===== src/rtl/fetch_queue_pkg.sv =====
// rtl/fetch_queue_pkg.sv - shared opcodes and pipeline field widths for fetch and decode
package fetch_queue_pkg;

    localparam int IR_W        = 32;
    localparam int PC_W        = 8;
    localparam int OP_W        = 6;

    localparam logic [OP_W-1:0] OP_NOP  = 6'b000000;
    localparam logic [OP_W-1:0] OP_JMP  = 6'b000010;
    localparam logic [OP_W-1:0] OP_BEQ  = 6'b000100;
    localparam logic [OP_W-1:0] OP_BLT  = 6'b000101;
    localparam logic [OP_W-1:0] OP_BGT  = 6'b000110;
    localparam logic [OP_W-1:0] OP_HALT = 6'b111111;

    function automatic logic [OP_W-1:0] op_of(input logic [IR_W-1:0] ir);
        return ir[IR_W-1 -: OP_W];
    endfunction

endpackage


===== src/rtl/fetch_queue_fifo.sv =====
// rtl/fetch_queue_fifo.sv - shift-register FIFO whose entry 0 is the registered head
module fetch_fifo #(
    parameter int DEPTH = 4,
    parameter int W     = 40
) (
    input  logic                         clk1,
    input  logic                         reset,
    input  logic                         flush,
    input  logic                         push,
    input  logic [W-1:0]                 push_data,
    input  logic                         pop,
    output logic [W-1:0]                 head,
    output logic [$clog2(DEPTH+1)-1:0]   count
);

    localparam int CNT_W = $clog2(DEPTH + 1);
    localparam int IDX_W = $clog2(DEPTH);

    logic [W-1:0]     mem [DEPTH];
    logic             do_pop;
    logic [IDX_W-1:0] wr_pos;

    // With a same-cycle pop the incoming word lands one slot lower, behind the shifted entries.
    assign do_pop = pop && (count != '0);
    assign wr_pos = count[IDX_W-1:0] - IDX_W'(do_pop);
    assign head   = mem[0];

    always_ff @(posedge clk1) begin
        if (reset) begin
            count <= '0;
            for (int i = 0; i < DEPTH; i++) begin
                mem[i] <= '0;
            end
        end else if (flush) begin
            count <= '0;
        end else begin
            if (do_pop) begin
                for (int i = 0; i < DEPTH - 1; i++) begin
                    mem[i] <= mem[i+1];
                end
            end
            if (push) begin
                mem[wr_pos] <= push_data;
            end
            count <= count + CNT_W'(push) - CNT_W'(do_pop);
        end
    end

endmodule


===== src/rtl/fetch_queue.sv =====
// rtl/fetch_queue.sv - instruction fetch front end: PC, memory requests, buffering, redirect and halt
module fetch_queue
    import fetch_queue_pkg::*;
#(
    parameter int                ADDR_W   = 8,
    parameter int                DEPTH    = 4,
    parameter logic [ADDR_W-1:0] RESET_PC = '0,
    parameter logic [OP_W-1:0]   HALT_OP  = OP_HALT
) (
    input  logic              clk1,
    input  logic              reset,
    output logic              imem_req,
    output logic [ADDR_W-1:0] imem_addr,
    input  logic [IR_W-1:0]   imem_rdata,
    output logic              if_valid,
    input  logic              if_ready,
    output logic [IR_W-1:0]   if_ir,
    output logic [ADDR_W-1:0] if_pc,
    output logic [ADDR_W-1:0] if_npc,
    input  logic              redirect_valid,
    input  logic [ADDR_W-1:0] redirect_pc,
    output logic              halted
);

    localparam int CNT_W = $clog2(DEPTH + 1);
    localparam int ENT_W = IR_W + ADDR_W;

    logic [ADDR_W-1:0] pc;
    logic [ADDR_W-1:0] req_pc;
    logic              inflight;
    logic              fetch_stop;
    logic              head_loaded;
    logic [CNT_W-1:0]  count;
    logic [ENT_W-1:0]  head;
    logic [CNT_W:0]    occupancy;
    logic              redirect;
    logic              resp;
    logic              halt_resp;
    logic              pop;

    assign redirect  = redirect_valid && !halted;
    assign resp      = inflight && !redirect;
    assign halt_resp = resp && (op_of(imem_rdata) == HALT_OP);
    assign occupancy = {1'b0, count} + (CNT_W+1)'(inflight);

    // A Halt arriving this cycle already blocks the next request, so nothing past it is fetched.
    assign imem_req  = !reset && !redirect_valid && !fetch_stop && !halt_resp && !halted
                       && (occupancy < (CNT_W+1)'(DEPTH));
    assign imem_addr = pc;

    assign if_valid  = (count != '0) && !halted;
    assign if_ir     = head[ENT_W-1:ADDR_W];
    assign if_pc     = head[ADDR_W-1:0];
    assign if_npc    = head_loaded ? if_pc + ADDR_W'(1) : '0;
    assign pop       = if_valid && if_ready && !redirect;

    fetch_fifo #(
        .DEPTH (DEPTH),
        .W     (ENT_W)
    ) u_fifo (
        .clk1      (clk1),
        .reset     (reset),
        .flush     (redirect),
        .push      (resp),
        .push_data ({imem_rdata, req_pc}),
        .pop       (pop),
        .head      (head),
        .count     (count)
    );

    always_ff @(posedge clk1) begin
        if (reset) begin
            pc          <= RESET_PC;
            req_pc      <= '0;
            inflight    <= 1'b0;
            fetch_stop  <= 1'b0;
            head_loaded <= 1'b0;
            halted      <= 1'b0;
        end else begin
            inflight <= imem_req;
            if (imem_req) begin
                pc     <= pc + ADDR_W'(1);
                req_pc <= pc;
            end
            if (resp) begin
                head_loaded <= 1'b1;
            end
            // A flushed Halt was speculative, so a redirect re-enables fetch.
            if (redirect) begin
                pc         <= redirect_pc;
                fetch_stop <= 1'b0;
            end else if (halt_resp) begin
                fetch_stop <= 1'b1;
            end
            if (pop && (op_of(if_ir) == HALT_OP)) begin
                halted <= 1'b1;
            end
        end
    end

endmodule


===== config.mk =====
export PLATFORM = sky130hd
export DESIGN_NAME = fetch_queue
export DESIGN_NICKNAME = d
export VERILOG_FILES = /design/src/rtl/fetch_queue_pkg.sv /design/src/rtl/fetch_queue_fifo.sv /design/src/rtl/fetch_queue.sv
export SDC_FILE = /design/constraint.sdc
export NUM_CORES = 1
export LEC_CHECK = 0
export BUFFER_PORTS_ARGS = -buffer_cell sky130_fd_sc_hd__buf_2
export CORE_ASPECT_RATIO = 0.8
export CORE_UTILIZATION = 40
export CTS_CLUSTER_DIAMETER = 30
export DETAILED_ROUTE_END_ITERATION = 12
export SYNTH_ARGS = -nofsm -noshare
export SYNTH_HDL_FRONTEND = slang
export SYNTH_SLANG_ARGS = --single-unit

===== constraint.sdc =====
create_clock -name clk1 -period 3.6 [get_ports clk1]
set_input_delay 0.54 -clock clk1 [delete_from_list [all_inputs] [get_ports clk1]]
set_output_delay 0.54 -clock clk1 [all_outputs]
set_load 0.02 [all_outputs]

-- Yosys cells after proc, flatten, opt, wreduce, memory -nomap -nowiden
Memories as Yosys holds them, arrays and structs flattened.
Index checks and enable logic that the tools add are counted.
- bits in registers: 23
- bits in writable memories: 160
- output and inout port bits: 59
- logic and storage cells: 62
- memories: 1
- memory list (memory ; words ; width ; rd ports ; clocked after Yosys merged registers in ; wr ports ; RTL line ; RTL):
    u_fifo.mem ; 4 ; 40 ; 4 ; 0 ; 4 ; fetch_queue_fifo.sv:19 ; logic [W-1:0] mem [DEPTH];
- add/sub/neg operators: 6
- magnitude comparators: 1
- equality and inequality tests: 2
- mux-type cells: 19
- bitwise operators: 3
- reductions and logical operators: 23
- operator list (kind ; number):
    $mux W40 ; 4
    $reduce_or A40 Y1 ; 1
    $mux W8 ; 3
    $add A8 B1 Y8 const B ; 2
    $logic_and A1 B1 Y1 ; 13
    $eq A6 B6 Y1 const B ; 2
    $mux W1 ; 11
    $logic_not A1 Y1 ; 6
    $add A3 B1 Y4 ; 1
    $lt A4 B3 Y1 const B ; 1
    $add A3 B1 Y3 ; 1
    $or A1 B1 Y1 ; 3
    $reduce_bool A3 Y1 ; 1
    $sub A3 B1 Y3 ; 1
    $mux W2 ; 1
    $reduce_bool A2 Y1 ; 1
    $reduce_or A2 Y1 ; 1
    $sub A2 B1 Y2 ; 1

-- Depth between registers and ports, before layout
Gate-level depths: netlist (run 1).
- depth after elaboration: 11
- depth in mapped cells: 10
- mapped depth without buffers: 9

-- Cells and area by module
Synthesis (run 1) repeated with hierarchy kept, for this count alone.
- cell total of the unflattened synthesis: 614
- area, all modules: 8703.3 um2
- by module, submodules not included (module ; times used ; cells an instance ; area an instance (um2) ; sequential area each (um2)):
    fetch_fifo ; 1 ; 477 ; 7557.2 ; 4864.7
    fetch_queue ; 1 ; 137 ; 1146.1 ; 400.4

-- Least setup slack after synthesis (run 1)
No wires, ideal clock.
- path type: input to register
- start point: input port redirect_valid
- end point: memory u_fifo.mem[0][0] (enable)
- library setup time: 404 ps
- arrival: 3241 ps
- setup slack: -45 ps
- stages: 8
- cells stage by stage: or3b_1 nor2_1 ha_1 inv_1 ha_1 nor4b_4 and2_1 nand2b_1
- RTL lines (item ; RTL line ; RTL):
    start: declaration ; fetch_queue.sv:20 ; input logic redirect_valid,
    end: declaration ; fetch_queue_fifo.sv:19 ;

==> reports/results.tsv, run 1 <==
metric	value	unit
status	finished, final reports clean	
critical_path_class	flip-flop to flip-flop	
slowest_stage	or3b_1	
clock_sinks	183	
setup_tns	0	ps
met3_usage	0.04310	
muxShareOfSynthArea	0.04725	
rsz0062_at_grt	no	
r2r_cells	9	
drv_cap	0	
n_antenna_cell	0	
whs	351.0	ps
ff2ff_setup_slack	610	ps
clk_pin_slew_worst_paths	70	ps
place_area	9236	um^2
synthTopCellsByCount	160 x edfxtp_1, 127 x nand2_1, 95 x nand3_1, 88 x o21ai_1, 49 x nor2_1	
synth_most_common_cell	edfxtp_1	
tightest_slew	993.1	ps
drtIter0Drc	455	
grt_usage	0.1848	
synthesis.nets	837	
synth_cell_types	47	
min_period	2988	ps
rr_endpoint	u_fifo.mem[2][32]	
synth_top_family_by_area	simple AND/OR/NAND/NOR gates	
hpwl	11730	um
slew_viol_final	0	
critical_path.cell_chain	or3b_1, nor2_1, ha_2, inv_1, ha_1, and4_2, and2_2, buf_4, o21ai_1	
ys_warn_count	0	
synth_edf_count	160	
slowest_delay	460	ps
wl	19300	um
viasPerCell	5.169	
grt_pass1_wl	30870	um
cts_resized	0	
core	20700	um^2
met1_usage	0.2714	
cts_tree	done	
ioPinCount	103	
postSynthAreaPerCell	10.78	um^2
layout-drive-gt1-share	0.1909	
ys_async_sr_fraction	0	
insertion_delay	430	ps
die_y	132.2	um
fin_nets	918	
grt_pass1_vias	5669	
vias	5939	
die_x	164.7	um
antenna_found_initial	0	
post_cts_buffers	0	
dominantRegCellSynth	edfxtp_1	
cts-root-buf	clkbuf_16	
finClkSkew	12.11	ps
hold_class	input port to flip-flop	
crit_buf_inv	2	
synth-compound-area-share	0.08061	
busiest_layer	met2	
fin_crit_sh	0.8300	
max_clock_freq	0.3347	GHz
initial_core_util	0.4094	
synthXorXnorAreaFrac	0.007235	
startpoint	halted	
netlist_instances	786	
row_count	47	
path_max_fanout	40	
die_area	21780	um^2
finalSetupViolCount	0	
drc	0	
overflow	0	
hold_viol_final	0	
clock_path_buffers	2	
finish.instance_area	9847	um^2
leakage	3.962	nW
worstReg2RegStart	halted	
synth_area_leaders	edfxtp_1 57%, nand2_1 5.6%, nand3_1 5.6%	
slew_headroom	0.3351	
cp.arrival	3140	ps
area_growth_syn_to_layout	16.20	%
h-tree-depth	4	
power_density	476.3	nW/um^2
synth.largest_area_cell	edfxtp_1	
hold_buffers	0	
syn_area	8474	um^2
synth-seq-cells	183	
cp-start-kind	flip-flop	
worst-path-stages	9	
crit_family	simple AND/OR/NAND/NOR gates	
synth_top_area_frac	0.5670	
ys_seq_area_frac	0.6213	
final_antenna_net_count	0	
drt_first_pass_iters	7	
cts_made_buffers	17	
synth-adder-area-share	0.01122	
cp-end-kind	flip-flop	
gp_congestion	0.7331	
vdd_drop_max	0.3101	mV
gr-usage-met2	0.2778	
grt_max_degree	121	
cp-endpoint	u_fifo.mem[2][32]	
synth-simple-area-share	0.1773	
required	3750	ps
io_buffer_count	102	
post_drt_wl_per_cell	16.80	um
[tightest hold or removal path: stages]
cell	delay [ps]
buf_2	70
nand3_1	60
o211ai_1	70
[worst min-delay path by stage]
stage                   startpoint           end  slack [ps]  cells after the start
finish              redirect_pc[0]  imem_addr[0]         350                      3
global route        redirect_pc[0]  imem_addr[0]         360                      3
CTS                 redirect_pc[0]  imem_addr[0]         340                      3
detailed placement    imem_addr[7]     req_pc[7]         510                      2
global placement      imem_addr[7]     req_pc[7]         510                      2
floorplan                req_pc[0]     req_pc[0]         480                      2
[metal layers]
layer / vias up / share of wire
li1: 2940 / -
met1: 2854 / 0.50
met5: - / 0
met4: 0 / 0.0065
met2: 135 / 0.45
met3: 10 / 0.043
[kinds of logic (layout without fill, tap and decap cells)]
| logic type | count (synthesis) | count (layout) |
|---|---|---|
| simple gates | 318 | 318 |
| flops | 183 | 183 |
| compound gates | 124 | 124 |
| buf+inv | 107 | 201 |
| mux | 40 | 40 |
| fa+ha+maj | 7 | 7 |
| xor+xnor | 7 | 7 |
[stage by stage]
| stage | power (mW) | utilization | setup WS [ps] | cells |
|---|---|---|---|---|
| 3_3_place_gp | 2.786 | 0.4462 | 434.2 | 1117 |
| 5_1_grt | 4.846 | 0.4757 | 371.1 | 1149 |
| 2_1_floorplan | 2.650 | - | 47.27 | 786 |
| 6_report | 4.690 | 0.4757 | 611.9 | 1149 |
| 3_5_place_dp | 2.789 | 0.4462 | 371.1 | 1117 |
| 4_1_cts | 4.730 | 0.4757 | 603.6 | 1149 |
[where the power goes]
part / internal [mW] / switching (mW) / total (mW)
registers: 2.39 / 0.0453 / 2.44
logic: 0.0912 / 0.211 / 0.302
clock network: 1.16 / 0.792 / 1.95
total: 3.64 / 1.05 / 4.69
[sequential cells by signal, indices dropped and copies added, names as in the netlist]
register and cells:
fetch_stop 1, halted 1, head_loaded 1, imem_addr 8, inflight 1, req_pc 8
u_fifo.count 3, u_fifo.mem 160
[cell usage in the layout, fill, tap and decap left out, types with 2 or more instances in the layout]
cell type	synthesis	routed
buf_2	31	102
inv_2	2	2
or4_1	4	4
nor4_1	2	2
and2_1	12	10
clkbuf_16	0	17
and4_1	4	3
xor2_1	2	2
nand3_1	95	95
nor2_1	49	49
o31ai_1	5	5
nand4_1	3	3
clkinv_1	0	3
buf_4	1	15
nor3_1	5	5
dfxtp_1	23	23
mux2i_1	40	40
and3_1	3	3
xnor2_1	5	5
nand2_2	2	5
nor4b_4	2	2
buf_12	0	3
and2_2	0	2
nand2_1	127	124
ha_1	6	5
clkinv_2	0	3
nand2b_2	0	2
a21oi_1	9	9
a31oi_1	5	5
bufinv_16	0	4
inv_1	47	47
o21ai_0	7	7
clkinv_4	0	3
o211ai_1	2	2
o21ai_1	88	88
edfxtp_1	160	160
[layout make-up]
class                           instances  area (um^2)
Multi-Input combinational cell        496         2768
Timing Repair Buffer                  120        683.2
Clock inverter                         14        181.4
Fill cell                            1925        10850
Clock buffer                           18        429.2
Tap cell                              269        336.6
Sequential cell                       183         5265
Inverter                               49        183.9
Power figures use the tool's default switching activity.
==> run 2: changes to the inputs <==
clock period = 2.47 ns   (was 3.6 ns; I/O delays follow)
==> run 2 against run 1 <==
Global-route usage up 0.69 points. First-iteration DRC count rose by 16%. Sequential cell count stayed put. Critical path depth unchanged. Sequential share of layout area is 3.3 points lower. The flow now finishes with violations (negative setup slack).
==> reports/results.tsv, run 2 (synthesis gave the netlist of run 1 again) <==
metric	value	unit
gp_congestion	0.7417	
layout-drive-gt1-share	0.2384	
final_cell_mix	160 x edfxtp_1, 124 x nand2_1, 102 x buf_2	
place_area	9728	um^2
clk_pin_slew_worst_paths	70	ps
io_buffer_count	102	
cp-end-kind	flip-flop	
num-fill-cells	1855	
tightest_slew	752.1	ps
violations	negative setup slack	
rr_endpoint	u_fifo.mem[0][21]	
final-seq-area	5269	um^2
slowest_delay	410	ps
grt_pass1_vias	5861	
drt_first_pass_iters	5	
worstReg2RegStart	halted	
r2r_cells	9	
hpwl	13140	um
slew_headroom	0.4967	
rsz0062_at_grt	yes	
holdPathEnd	imem_addr[0]	
hold_depth	3	
power_density	654.6	nW/um^2
vias	6250	
grt_usage	0.1917	
viasPerCell	5.243	
die_area	21780	um^2
multi_input_area	2849	um^2
path_max_fanout	13	
critical_path_class	flip-flop to flip-flop	
wl	20460	um
min_period	2472	ps
whs	193.1	ps
area_growth_syn_to_layout	23.82	%
setup_ws	-2.355	ps
final_common_cell	edfxtp_1	
n_antenna_cell	0	
insertion_delay	430	ps
critical_path.cell_chain	or3b_4, nor2_4, ha_4, inv_2, ha_4, nor4b_4, and2_4, nand2b_4, buf_12	
hold_viol_final	0	
cts-root-buf	clkbuf_16	
h-tree-depth	4	
drc	0	
pre_cts_slack	-228.8	ps
clock_path_buffers	2	
cts_made_buffers	17	
slowest_stage	or3b_4	
finClkSkew	19.59	ps
required	2610	ps
clock_sinks	183	
cp.arrival	2610	ps
drtIter0Drc	530	
cp-start-kind	flip-flop	
hp-start	redirect_pc[0]	
fin_nets	961	
die_x	164.7	um
antenna_found_initial	0	
hold_class	input port to flip-flop	
finish.instance_area	10490	um^2
vdd_drop_max	0.3918	mV
top_register	u_fifo.mem	
leakage	4.280	nW
core	20700	um^2
ioPinCount	103	
ff2ff_setup_slack	-2	ps
path_common_cell	ha_4	
max_clock_freq	0.4045	GHz
row_count	47	
final_antenna_net_count	0	
cts_tree	done	
drv_cap	0	
largest_register_ffs	160	
finalSetupViolCount	2	
grt_pass1_wl	32000	um
overflow	0	
fin_crit_sh	1.001	
die_y	132.2	um
grt_max_degree	51	
status	complete, but fails checks	
crit_buf_inv	2	
post_drt_wl_per_cell	17.16	um
crit_family	simple AND/OR/NAND/NOR gates	
initial_core_util	0.4094	
slew_viol_final	0	
==> run 2: cell count changes in the layout (fill, tap and decap cells not counted), sizes merged <==
cell / delta
buf: +41
inv: +3
bufinv: -1
clkbuf: +1
clkinv: -1
==> run 2: worst reg2reg max path: cells and delay by family (launching register included) <==
family / cells / cell delay, ps
buffers and inverters: 2 / 210
AND/OR/NAND/NOR: 5 / 1280
adder cells (fa/ha/maj): 2 / 350
flip-flops: 1 / 340
==> run 2: power by group <==
group,total (mW),switching [mW],internal [mW]
clock network,2.79,1.20,1.60
registers,3.55,0.0652,3.49
logic,0.522,0.329,0.193
total,6.87,1.59,5.28
==> run 2: metrics by stage <==
stage,util,TNS (ps),std cells,power (mW)
3_5_place_dp,0.4700,-31970,1150,4.125
5_1_grt,0.5069,-7431,1192,7.103
4_1_cts,0.5024,-870.3,1188,6.912
2_1_floorplan,-,-10750,786,3.869
3_3_place_gp,0.4700,-24580,1150,4.123
6_report,0.5069,-3.511,1192,6.869
==> run 2: area by class of cell <==
| cell class | instances | share of cell area |
|---|---|---|
| well taps | 269 | 0.03208 |
| repair buffers | 163 | 0.1196 |
| clock buffers | 17 | 0.04054 |
| clock inverters | 15 | 0.01658 |
| inverters | 49 | 0.01753 |
| flip-flops and latches | 183 | 0.5021 |
| multi-input cells | 496 | 0.2715 |
==> run 2: metal layers <==
layer	wire, um	track usage	up-vias	part of all wire
met2	9318	0.2883	179	0.46
met5	0	0	-	0
met1	9819	0.2822	3020	0.48
met4	166	0.05301	0	0.0081
li1	-	-	3036	-
met3	1155	0.03523	15	0.056
==> run 2: worst max path at each step <==
stage                         from                end  depth (start not counted)
CTS                         halted  u_fifo.mem[0][21]                          9
detailed placement  redirect_valid  u_fifo.mem[0][21]                         10
global placement    redirect_valid   u_fifo.mem[0][7]                         10
global route                halted   u_fifo.mem[1][4]                         10
floorplan                   halted   u_fifo.mem[0][0]                          8
finish                      halted  u_fifo.mem[0][21]                          9
==> run 2: what timing repair did <==
action,CTS,global route
pin swaps,3,1
hold buffers,0,0
cloned,0,2
gates resized for setup,4,7
buffers inserted,6,3
setup endpoints to repair,136,212
==> run 3: changes to the inputs <==
CORE_UTILIZATION = 53   (was 40)
PLACE_DENSITY = 0.76   (was default)
SYNTH_HIERARCHICAL = 1   (was default)
==> run 3 against run 2 <==
The run now ends clean. Clock skew down 10 ps. Worst hold slack better by 55 ps. Fmax up 5.6%. Synthesized cell count down 22%. Final cell count down 21%. Largest cell class unchanged. Largest power group unchanged.
==> reports/results.tsv, run 3 <==
metric	value	unit
cts_tree	done	
core	15900	um^2
drc	0	
largest_register_ffs	160	
fin_nets	768	
gp_congestion	0.8915	
clk_pin_slew_worst_paths	70	ps
io_buffer_count	102	
overflow	0	
rr_endpoint	u_fifo/mem[1][25]	
hold_class	input port to flip-flop	
postSynthAreaPerCell	14.17	um^2
h-tree-depth	4	
cts_made_buffers	17	
cp.arrival	2510	ps
layout-drive-gt1-share	0.3557	
tightest_slew	672.6	ps
die_x	145.3	um
wl	17960	um
ff2ff_setup_slack	130	ps
synthesis.nets	662	
rsz0062_at_grt	no	
ys_async_sr_fraction	0	
grt_usage	0.2239	
num-fill-cells	1159	
synthTopCellsByCount	160 x edfxtp_1, 84 x and3_1, 52 x and2_1, 41 x mux2_2, 40 x a22o_1	
final_common_cell	edfxtp_1	
slowest_stage	nor4b_2	
cp-start-kind	flip-flop	
slowest_delay	380	ps
r2r_cells	7	
multi_input_area	3182	um^2
clock_path_buffers	2	
drv_cap	0	
drt_first_pass_iters	5	
slew_headroom	0.5516	
netlist_instances	614	
worst-path-stages	7	
clock_sinks	183	
power_density	634.4	nW/um^2
path_max_fanout	11	
hpwl	11760	um
path_common_cell	buf_4	
synth_edf_count	160	
synth-seq-cells	183	
synth_area_leaders	edfxtp_1 55%, mux2_4 6.7%, and3_1 6.0%	
vias	5548	
slew_viol_final	0	
top_register	u_fifo/mem	
final_antenna_net_count	0	
synth.largest_area_cell	edfxtp_1	
n_antenna_cell	0	
holdPathEnd	imem_addr[0]	
synth_most_common_cell	edfxtp_1	
total_power	6.445	mW
area_growth_syn_to_layout	16.72	%
hp-start	redirect_pc[0]	
finalSetupViolCount	0	
critical_path_class	flip-flop to flip-flop	
leakage	4.444	nW
fin_crit_sh	0.9477	
synth_top_area_frac	0.5520	
status	finished, final reports clean	
final_util	0.6388	
worstReg2RegStart	u_fifo/count[2]	
grt_pass1_vias	5499	
final_cell_mix	160 x edfxtp_1, 102 x buf_2, 84 x and3_1	
finClkSkew	9.412	ps
ys_warn_count	6	
hold_viol_final	0	
final-seq-area	5265	um^2
required	2640	ps
antenna_found_initial	0	
viasPerCell	5.865	
drtIter0Drc	392	
ys_seq_area_frac	0.6049	
synth_cell_types	58	
finish.instance_area	10160	um^2
vdd_drop_max	0.5245	mV
max_clock_freq	0.4272	GHz
cp-end-kind	flip-flop	
die_area	16940	um^2
dominantRegCellSynth	edfxtp_1	
crit_buf_inv	2	
post_drt_wl_per_cell	18.98	um
initial_core_util	0.5473	
critical_path.cell_chain	nor3_2, nor4b_2, buf_4, nor3b_1, o21ai_4, buf_4, mux2_2	
cts-root-buf	clkbuf_16	
grt_max_degree	55	
hold_depth	2	
row_count	41	
syn_area	8703	um^2
insertion_delay	430	ps
ioPinCount	103	
grt_pass1_wl	28880	um
min_period	2341	ps
place_area	9605	um^2
die_y	116.6	um
crit_family	simple AND/OR/NAND/NOR gates	
-- run 3: changes by cell type after synthesis, sizes merged, moves of 13 or more --
cell,before,now
o21ai,95,16
and2,12,52
mux2,0,80
nand3,95,15
inv,49,8
a22o,0,40
buf,35,22
and3,3,85
nor2,49,13
nand2,129,5
mux2i,40,0
-- run 3: cell type report --
cell class              instances  share of cell area
flip-flops and latches        183              0.5183
clock buffers                  19             0.04262
inverters                       8            0.003202
well taps                     215             0.02648
multi-input cells             377              0.3132
repair buffers                133             0.08548
clock inverters                11             0.01072
-- run 3: stage by stage --
step	hold slack [ps]	instances	setup slack [ps]	TNS, ps
5_1_grt	249.6	946	23.99	0
4_1_cts	223.4	946	40.85	0
2_1_floorplan	484.5	614	11.84	0
3_5_place_dp	515.6	916	-124.1	-8688
6_report	248.0	946	129.3	0
3_3_place_gp	511.3	916	-5.789	-47.87
-- run 3: worst max-delay path by stage --
stage	startpoint	slack [ps]	endpoint
2_1_floorplan	u_fifo/count[2]	10	u_fifo/mem[2][0]
3_3_place_gp	redirect_valid	-6	u_fifo/mem[1][28]
3_5_place_dp	redirect_valid	-120	u_fifo/mem[1][25]
4_1_cts	u_fifo/count[1]	40	u_fifo/mem[1][25]
5_1_grt	u_fifo/count[0]	20	u_fifo/mem[1][25]
6_report	u_fifo/count[2]	130	u_fifo/mem[1][25]
-- run 3: metal layers --
layer / track usage / routed length [um]
met1: 0.2947 / 7775
met2: 0.3830 / 9045
met3: 0.03555 / 931
met4: 0.07930 / 207
met5: 0 / 0
-- run 3: what timing repair did --
item | in CTS | in global routing
buffers inserted | 0 | 0
pin swaps | 0 | 0
setup endpoints to repair | 91 | 105
hold buffers | 0 | 0
gates resized for setup | 1 | 1
-- run 3: logic make-up (layout without fill, tap and decap cells) --
family	after synthesis	count (layout)	synth area share
AOI/OAI and AO/OA	86	86	0.07979
muxes	80	80	0.1203
adders and majority gates	4	4	0.006614
xor gates and xnor gates	10	10	0.01006
DFF	183	183	0.6049
buffers and inverters	54	171	0.03623
and+or+nand+nor	197	197	0.1420
-- run 3: power breakdown --
part / internal, mW / switching, mW / total (mW) / leakage (nW)
sequential: 3.46 / 0.0554 / 3.52 / 1.84
combinational: 0.131 / 0.252 / 0.383 / 2.34
clock: 1.46 / 1.08 / 2.54 / 0.267
total: 5.06 / 1.39 / 6.44 / 4.44
